<file path="src/rtl/interval_timer_if.sv">
// ============================================================================
// Module      : interval_timer_if
// Description : Processor bus bundle that connects the CPU to the interval
//               timer: address, write data and write strobe go out; the
//               registered read data and the sticky expiry flag come back.
//   addr [15:0] processor address
//   dout [15:0] processor write data
//   w           processor write strobe
//   q    [15:0] registered read data (one cycle after the address)
//   done        sticky expiry flag
// Revision    : 1.0 - initial release
// ============================================================================
`default_nettype none

interface interval_timer_if;
  logic [15:0] addr;
  logic [15:0] dout;
  logic        w;
  logic [15:0] q;
  logic        done;

  // The processor side drives the bus and reads back data and the flag.
  modport master (
    output addr,
    output dout,
    output w,
    input  q,
    input  done
  );

  // The timer side decodes the bus and returns data and the flag.
  modport slave (
    input  addr,
    input  dout,
    input  w,
    output q,
    output done
  );
endinterface

`default_nettype wire

</file>
<file path="src/rtl/interval_timer.sv">
// ============================================================================
// Module      : interval_timer
// Description : Memory-mapped programmable interval timer. A prescaler divides
//               clk into ticks; COUNT decrements once per tick and, on
//               reaching the end of the period, sets a sticky DONE flag and
//               either reloads (AUTO) or stops.
//   clk          system clock, rising edge
//   rst          synchronous active-high reset
//   bus (slave)  addr/dout/w in, q (registered read data) and done out
//   Register map (addr[1:0]): 0 LOAD, 1 COUNT (RO), 2 CTRL {AUTO,EN},
//                             3 STATUS {DONE}, write 1 to clear
// Revision    : 1.0 - initial release
// ============================================================================
`default_nettype none

module interval_timer #(
  parameter int         PRESCALE = 50000,
  parameter logic [3:0] BASE     = 4'h2
) (
  input wire logic          clk,
  input wire logic          rst,
  interval_timer_if.slave   bus
);

  localparam int PRESC_W = (PRESCALE > 1) ? $clog2(PRESCALE) : 1;
  localparam logic [PRESC_W-1:0] PRESC_MAX = PRESC_W'(PRESCALE - 1);

  localparam logic [1:0] REG_LOAD   = 2'd0;
  localparam logic [1:0] REG_COUNT  = 2'd1;
  localparam logic [1:0] REG_CTRL   = 2'd2;
  localparam logic [1:0] REG_STATUS = 2'd3;

  logic [15:0]        load_q,  load_d;
  logic [15:0]        count_q, count_d;
  logic               en_q,    en_d;
  logic               auto_q,  auto_d;
  logic               done_q,  done_d;
  logic [PRESC_W-1:0] presc_q, presc_d;
  logic [15:0]        q_q,     q_d;

  logic        cs;
  logic        wr;
  logic [1:0]  sel;
  logic        tick;
  logic        expire;
  logic        done_clr;
  logic        unused_addr_bits;

  // Address bits 11:2 do not take part in decoding; the registers alias
  // across the whole 4K window.
  assign unused_addr_bits = ^bus.addr[11:2];

  assign cs   = (bus.addr[15:12] == BASE);
  assign wr   = cs & bus.w;
  assign sel  = bus.addr[1:0];
  assign tick = en_q & (presc_q == PRESC_MAX);

  always_comb begin
    load_d   = load_q;
    count_d  = count_q;
    en_d     = en_q;
    auto_d   = auto_q;
    done_d   = done_q;
    presc_d  = presc_q;
    q_d      = 16'h0000;
    expire   = 1'b0;
    done_clr = 1'b0;

    // Prescaler and countdown, only while enabled.
    if (en_q) begin
      presc_d = tick ? '0 : presc_q + 1'b1;
      if (tick) begin
        if (count_q > 16'd1) begin
          count_d = count_q - 16'd1;
        end else begin
          // COUNT of 0 or 1 ends the period, so LOAD=0 behaves like LOAD=1.
          expire = 1'b1;
          if (auto_q) begin
            count_d = load_q;
          end else begin
            count_d = 16'h0000;
            en_d    = 1'b0;
          end
        end
      end
    end

    if (wr) begin
      case (sel)
        REG_LOAD: load_d = bus.dout;
        REG_CTRL: begin
          auto_d = bus.dout[1];
          if (bus.dout[0]) begin
            // Enabling while already running only updates AUTO.
            if (!en_q) begin
              count_d = load_q;
              presc_d = '0;
              en_d    = 1'b1;
            end
          end else begin
            // A stop write overrides a coincident tick: the tick is
            // discarded and COUNT/prescaler freeze where they were.
            en_d    = 1'b0;
            count_d = count_q;
            presc_d = presc_q;
            expire  = 1'b0;
          end
        end
        REG_STATUS: done_clr = bus.dout[0];
        default: ;
      endcase
    end

    // Expiry beats a coincident clear.
    if (expire) begin
      done_d = 1'b1;
    end else if (done_clr) begin
      done_d = 1'b0;
    end

    // Read data reflects register state before this edge.
    if (cs) begin
      case (sel)
        REG_LOAD:   q_d = load_q;
        REG_COUNT:  q_d = count_q;
        REG_CTRL:   q_d = {14'h0000, auto_q, en_q};
        REG_STATUS: q_d = {15'h0000, done_q};
        default:    q_d = 16'h0000;
      endcase
    end
  end

  always_ff @(posedge clk) begin
    if (rst) begin
      load_q  <= 16'h0000;
      count_q <= 16'h0000;
      en_q    <= 1'b0;
      auto_q  <= 1'b0;
      done_q  <= 1'b0;
      presc_q <= '0;
      q_q     <= 16'h0000;
    end else begin
      load_q  <= load_d;
      count_q <= count_d;
      en_q    <= en_d;
      auto_q  <= auto_d;
      done_q  <= done_d;
      presc_q <= presc_d;
      q_q     <= q_d;
    end
  end

  assign bus.q    = q_q;
  assign bus.done = done_q;

endmodule

`default_nettype wire
</file>
<file path="src/flat_wrapper.sv">
// flat-port wrapper written by rule: the top's interface ports become plain ports
module interval_timer_flat 
#(
  parameter int         PRESCALE = 50000,
  parameter logic [3:0] BASE     = 4'h2
)
  (clk, rst, bus_addr, bus_dout, bus_w, bus_q, bus_done);
  interval_timer_if bus_i ();
  input wire logic clk;
  input wire logic rst;
  input wire logic [$bits(bus_i.addr)-1:0] bus_addr;
  input wire logic [$bits(bus_i.dout)-1:0] bus_dout;
  input wire logic [$bits(bus_i.w)-1:0] bus_w;
  output wire logic [$bits(bus_i.q)-1:0] bus_q;
  output wire logic [$bits(bus_i.done)-1:0] bus_done;
  assign bus_i.addr = bus_addr;
  assign bus_i.dout = bus_dout;
  assign bus_i.w = bus_w;
  assign bus_q = bus_i.q;
  assign bus_done = bus_i.done;
  interval_timer #(.PRESCALE(PRESCALE), .BASE(BASE)) u_core (.clk(clk), .rst(rst), .bus(bus_i));
endmodule
</file>
<file path="config.mk">
export PLATFORM = sky130hd
export DESIGN_NAME = interval_timer_flat
export DESIGN_NICKNAME = d
export VERILOG_FILES = /design/src/rtl/interval_timer_if.sv /design/src/rtl/interval_timer.sv /design/src/flat_wrapper.sv
export SDC_FILE = /design/constraint.sdc
export NUM_CORES = 1
export LEC_CHECK = 0
export ABC_AREA = 1
export ABC_CLOCK_PERIOD_IN_PS = 2200
export BUFFER_PORTS_ARGS = -buffer_cell sky130_fd_sc_hd__buf_4
export CORE_ASPECT_RATIO = 2
export CORE_MARGIN = 2
export CORE_UTILIZATION = 45
export DETAILED_ROUTE_END_ITERATION = 16
export PLACE_DENSITY = 0.65
export SYNTH_ARGS = -nofsm -noshare
export SYNTH_HDL_FRONTEND = slang
export SYNTH_SLANG_ARGS = --single-unit
export TNS_END_PERCENT = 100
</file>
<file path="constraint.sdc">
create_clock -name clk -period 2.2 [get_ports clk]
set_input_delay 0.44 -clock clk [delete_from_list [all_inputs] [get_ports clk]]
set_output_delay 0.44 -clock clk [all_outputs]
set_load 0.005 [all_outputs]
</file>
# After elaboration in Yosys (flattened, before gate mapping)
# Index checks and enable logic that the tools add are counted.
# op_classes
n_addsub	2
magnitude_cmp	1
n_eq_ne	6
muxes	33
bitwise_logic	3
n_reduce_logical	5
# op_table
op	n
$mux 16	14
$pmux 16 s4	1
$mux 1	18
$add 16x1->16 const B	1
$eq 16x16->1 const B	1
$gt 16x1->1 const B	1
$sub 16x1->16 const B	1
$eq 2x2->1 const B	2
$eq 4x2->1 const B	1
$reduce_and 2->1	2
$ne 3x3->1 const B	1
$and 1x1->1	2
$eq 2x1->1 const B	1
$logic_not 2->1	1
$reduce_bool 2->1	1
$reduce_or 2->1	1
$not 1->1	1
# totals
regBits	67
out_inout_bits	17
word_cells	57

# Logic depth before layout (Yosys ltp)
# depth
ltp_word	8
mapped_depth	12
ltp_nobuf	12

# Worst setup path before layout
# Ideal clock, no wire load.
# synth_timing
path_type	input to register
from	input port bus_addr[12]
to	register u_core.load_q[10]
setup_ns	0.119
arrival_time_ns	1.410
path_slack_ns	0.670
path_stages	9
path_cell_list	inv_1 nand2_1 nor2_4 nand2_1 nor2_4 inv_2 buf_2 o21ai_0 a21oi_1
# synth_between
elab_chain_len	3
# synth_lines
element	line	source
start: declaration	flat_wrapper.sv:11	input wire logic [$bits(bus_i.addr)-1:0] bus_addr;
$eq 4x2->1	interval_timer.sv:53	assign cs = (bus.addr[15:12] == BASE);
$and 1x1->1	interval_timer.sv:54	assign wr = cs & bus.w;
$reduce_and 2->1 (no source line)	-	
end signal: assignment	interval_timer.sv:143	load_q <= load_d;
end: declaration	interval_timer.sv:33	logic [15:0] load_q, load_d;
# No other way between the ends.
# A chain may end at the register's enable or synchronous reset.

# Worst setup path after layout
# layout_timing
from	register u_core.count_q[0]
to	register u_core.count_q[0]
# layout_between
elab_chain_len	8
# layout_lines
element	line	source
start: declaration	interval_timer.sv:34	logic [15:0] count_q, count_d;
start signal: assignment	interval_timer.sv:144	count_q <= count_d;
$sub 16x1->16 / $gt 16x1->1 (equally long branches)	interval_timer.sv:74, interval_timer.sv:73	
$mux 16	interval_timer.sv:73	if (count_q > 16'd1) begin
$mux 16	interval_timer.sv:72	if (tick) begin
$mux 16 *	interval_timer.sv:70	if (en_q) begin
$mux 16	interval_timer.sv:95	if (!en_q) begin
$mux 16	interval_timer.sv:93	if (bus.dout[0]) begin
$mux 16	interval_timer.sv:89	case (sel)
$mux 16 *	interval_timer.sv:88	if (wr) begin
# Every way passes the cells marked *; elsewhere a longest branch is shown, timed or not. The select of a mux whose other input is x is not followed.

==> results.ini <==
[yosys]
ys_seq_area_frac=0.364
synthCells=568
ys_ff_latch=67
ys_warn_count=0
avgSynthCellArea_sq_um=6.49
synth.distinct_cells=33
syn_area_sq_mm=0.00369
synth_nets=606

[clock_tree]
cts_buffers=9
cts_tree=done
clock_latency_ps=330
cts_buffer_depth=2
clk_pin_slew_ps=50
hold_buffers=0
root_buffer=clkbuf_16
h-tree-depth=3
cts_setup_buffers=0
clkSinkCount=67
postCtsResizedCells=0

[setup_path]
cp.required_ps=2420
crit_type=flop to flop
critPathCaptureType=flop
rr_startpoint=u_core.count_q[0]$_SDFFE_PP0P_
critPathLaunchType=flop
critical_path.slowest_cell=dfxtp_1
arrival_ps=2060
reg2regPathDepth=11
cp-startpoint=u_core.count_q[0]$_SDFFE_PP0P_
worstPathMaxFanout=9
r2r-end=u_core.count_q[0]$_SDFFE_PP0P_
worstPathCellList=inv_1 > ha_1 > nor2_1 > nor2_1 > nand2_1 > nor2_4 > buf_4 > nand2_4 > o21ai_0 > a21oi_1 > nor2_1
crit_path_frequent_cell=nor2_1
critPathMaxStageDelay_ps=410
critPathBufInv=2
cpLargestDelayFamily=simple AND/OR/NAND/NOR gates
path_depth=11
crit_end=u_core.count_q[0]$_SDFFE_PP0P_
r2r_slack_ps=360

[timing]
worst_pin_slew_ps=521
finalCritPeriodShare=0.836
hold_violations=0
tns_ps=0
setup_viol=0
min_period_ps=1840
fmax_mhz=544
maxSlewViolCount=0
slew_headroom=0.652
rsz0062_at_grt=no
finalClockSkew_ps=3.26

[floorplan]
die_h_um=132
core-area_sq_mm=0.00794
die_w_um=68.0
start_util=0.464
dieArea_sq_mm=0.00897
io_pins=52
rows=46

[routing]
detail-route-antenna-nets=0
drc=0
routed_wl_um=10300
vias=3782
drt_iter0_markers=262
routed_via_density=5.25
firstDrtPassIters=5
wl_per_cell_um=14.3

[hold_path]
min_path_type=input port to flop

[run]
maxCapViolations=0

[cells_and_area]
final_cell_area_sq_mm=0.00445
fin_cells=721
area_delta_synth_final_pct=20.8
drive_gt1_frac=0.166
final_cell_mix=nand2_1, dfxtp_1, nor2_1
fill_cells=818
diodes=0
final_common_cell=nand2_1
final_nets=658

[power_and_ir_drop]
p_leak_nw=2.06
ir_drop_uv=415
power_density_mw_per_mm2=626

[global_route]
grt_overflow=0
antenna_found_initial=0
grt_pass1_vias=3799
grt_pass1_wl_um=17300
grt_max_degree=19
track_usage=0.253

[place]
place_hpwl_um=8150
placed_cells=705
io_buffers=41
place.gp.congestion=0.942
place_area_sq_mm=0.00416

[outcome]
status=finished, final reports clean

report_power, final:
| group | switching (mW) | internal, mW | leakage [nW] |
|---|---|---|---|
| clock network | 0.535 | 0.871 | 0.141 |
| logic | 0.0975 | 0.0631 | 1.38 |
| registers | 0.00447 | 1.22 | 0.540 |
| total | 0.637 | 2.15 | 2.06 |
stage by stage:
| stage | utilization | power (mW) | hold slack (ps) | setup WS, ps |
|---|---|---|---|---|
| after floorplan | - | 1.34 | 443 | 670 |
| after global placement | 0.524 | 1.41 | 455 | 384 |
| after detailed placement | 0.524 | 1.41 | 461 | 370 |
| after CTS | 0.561 | 2.82 | 326 | 354 |
| after global routing | 0.561 | 2.89 | 352 | 121 |
| final | 0.561 | 2.79 | 331 | 360 |
area by class of cell:
type | count | area (sq um) | area share
flip-flops and latches | 67 | 1340 | 0.301
inverters | 71 | 267 | 0.0598
clock inverters | 7 | 68.8 | 0.0155
multi-input cells | 414 | 1990 | 0.447
repair buffers | 57 | 440 | 0.0989
clock buffers | 9 | 225 | 0.0506
well taps | 96 | 120 | 0.0270
state kept, by name, summed over array words and instances, names as in the netlist:
name and flops:
u_core.bus.done 1, u_core.auto_q 1, u_core.bus.q 16, u_core.count_q 16, u_core.load_q 16, u_core.en_q 1, u_core.presc_q 16
cells in the mapped netlist (all sizes together):
master | instances | area [sq um]
nand4 | 8 | 80.1
o21ai | 48 | 244
nor3b | 2 | 15.0
a21oi | 51 | 259
or2 | 1 | 6.26
buf | 12 | 72.6
dfxtp | 67 | 1340
nor4 | 2 | 12.5
nand3 | 40 | 210
clkbuf | 4 | 15.0
ha | 3 | 37.5
nor3 | 10 | 55.1
xnor2 | 1 | 8.76
a31oi | 2 | 12.5
nand2 | 160 | 631
a211oi | 1 | 7.51
nor2 | 75 | 324
inv | 71 | 267
xor2 | 10 | 87.6
worst reg2reg max path, cell delays in order (launching register included):
cell     delay, ps
dfxtp_1        410
inv_1          100
ha_1           250
nor2_1         160
nor2_1          70
nand2_1        100
nor2_4          70
buf_4          160
nand2_4        110
o21ai_0         90
a21oi_1        160
nor2_1          50
worst min path at each step:
stage                              startpoint                             to  slack (ps)  cells past startpoint
6_report                          bus_dout[7]  u_core.load_q[7]$_SDFFE_PP0P_         330                      3
5_1_grt                           bus_dout[6]  u_core.load_q[6]$_SDFFE_PP0P_         350                      3
4_1_cts                           bus_dout[7]  u_core.load_q[7]$_SDFFE_PP0P_         330                      3
3_5_place_dp   u_core.load_q[13]$_SDFFE_PP0P_    u_core.bus.q[13]$_SDFF_PP0_         460                      2
3_3_place_gp   u_core.load_q[13]$_SDFFE_PP0P_    u_core.bus.q[13]$_SDFF_PP0_         450                      2
2_1_floorplan  u_core.load_q[15]$_SDFFE_PP0P_    u_core.bus.q[15]$_SDFF_PP0_         440                      2
per-layer routing:
metal  global-route usage  up-vias  routed length (um)
li1                     -     1919                   -
met1                0.246     1739                3470
met2                0.462       86                5940
met3               0.0453       38                 368
met4                0.156        0                 517
met5                    0        -                   0
kinds of logic (layout without fill, tap and decap cells):
| kind of cell | after synthesis | count (layout) | share of synthesized area |
|---|---|---|---|
| and+or+nand+nor | 298 | 298 | 0.362 |
| adders and majority gates | 3 | 3 | 0.0102 |
| DFF | 67 | 67 | 0.364 |
| xor gates and xnor gates | 11 | 11 | 0.0261 |
| buffers and inverters | 87 | 144 | 0.0961 |
| AOI/OAI and AO/OA | 102 | 102 | 0.142 |
Note: power is estimated with default switching activity, not from simulation.
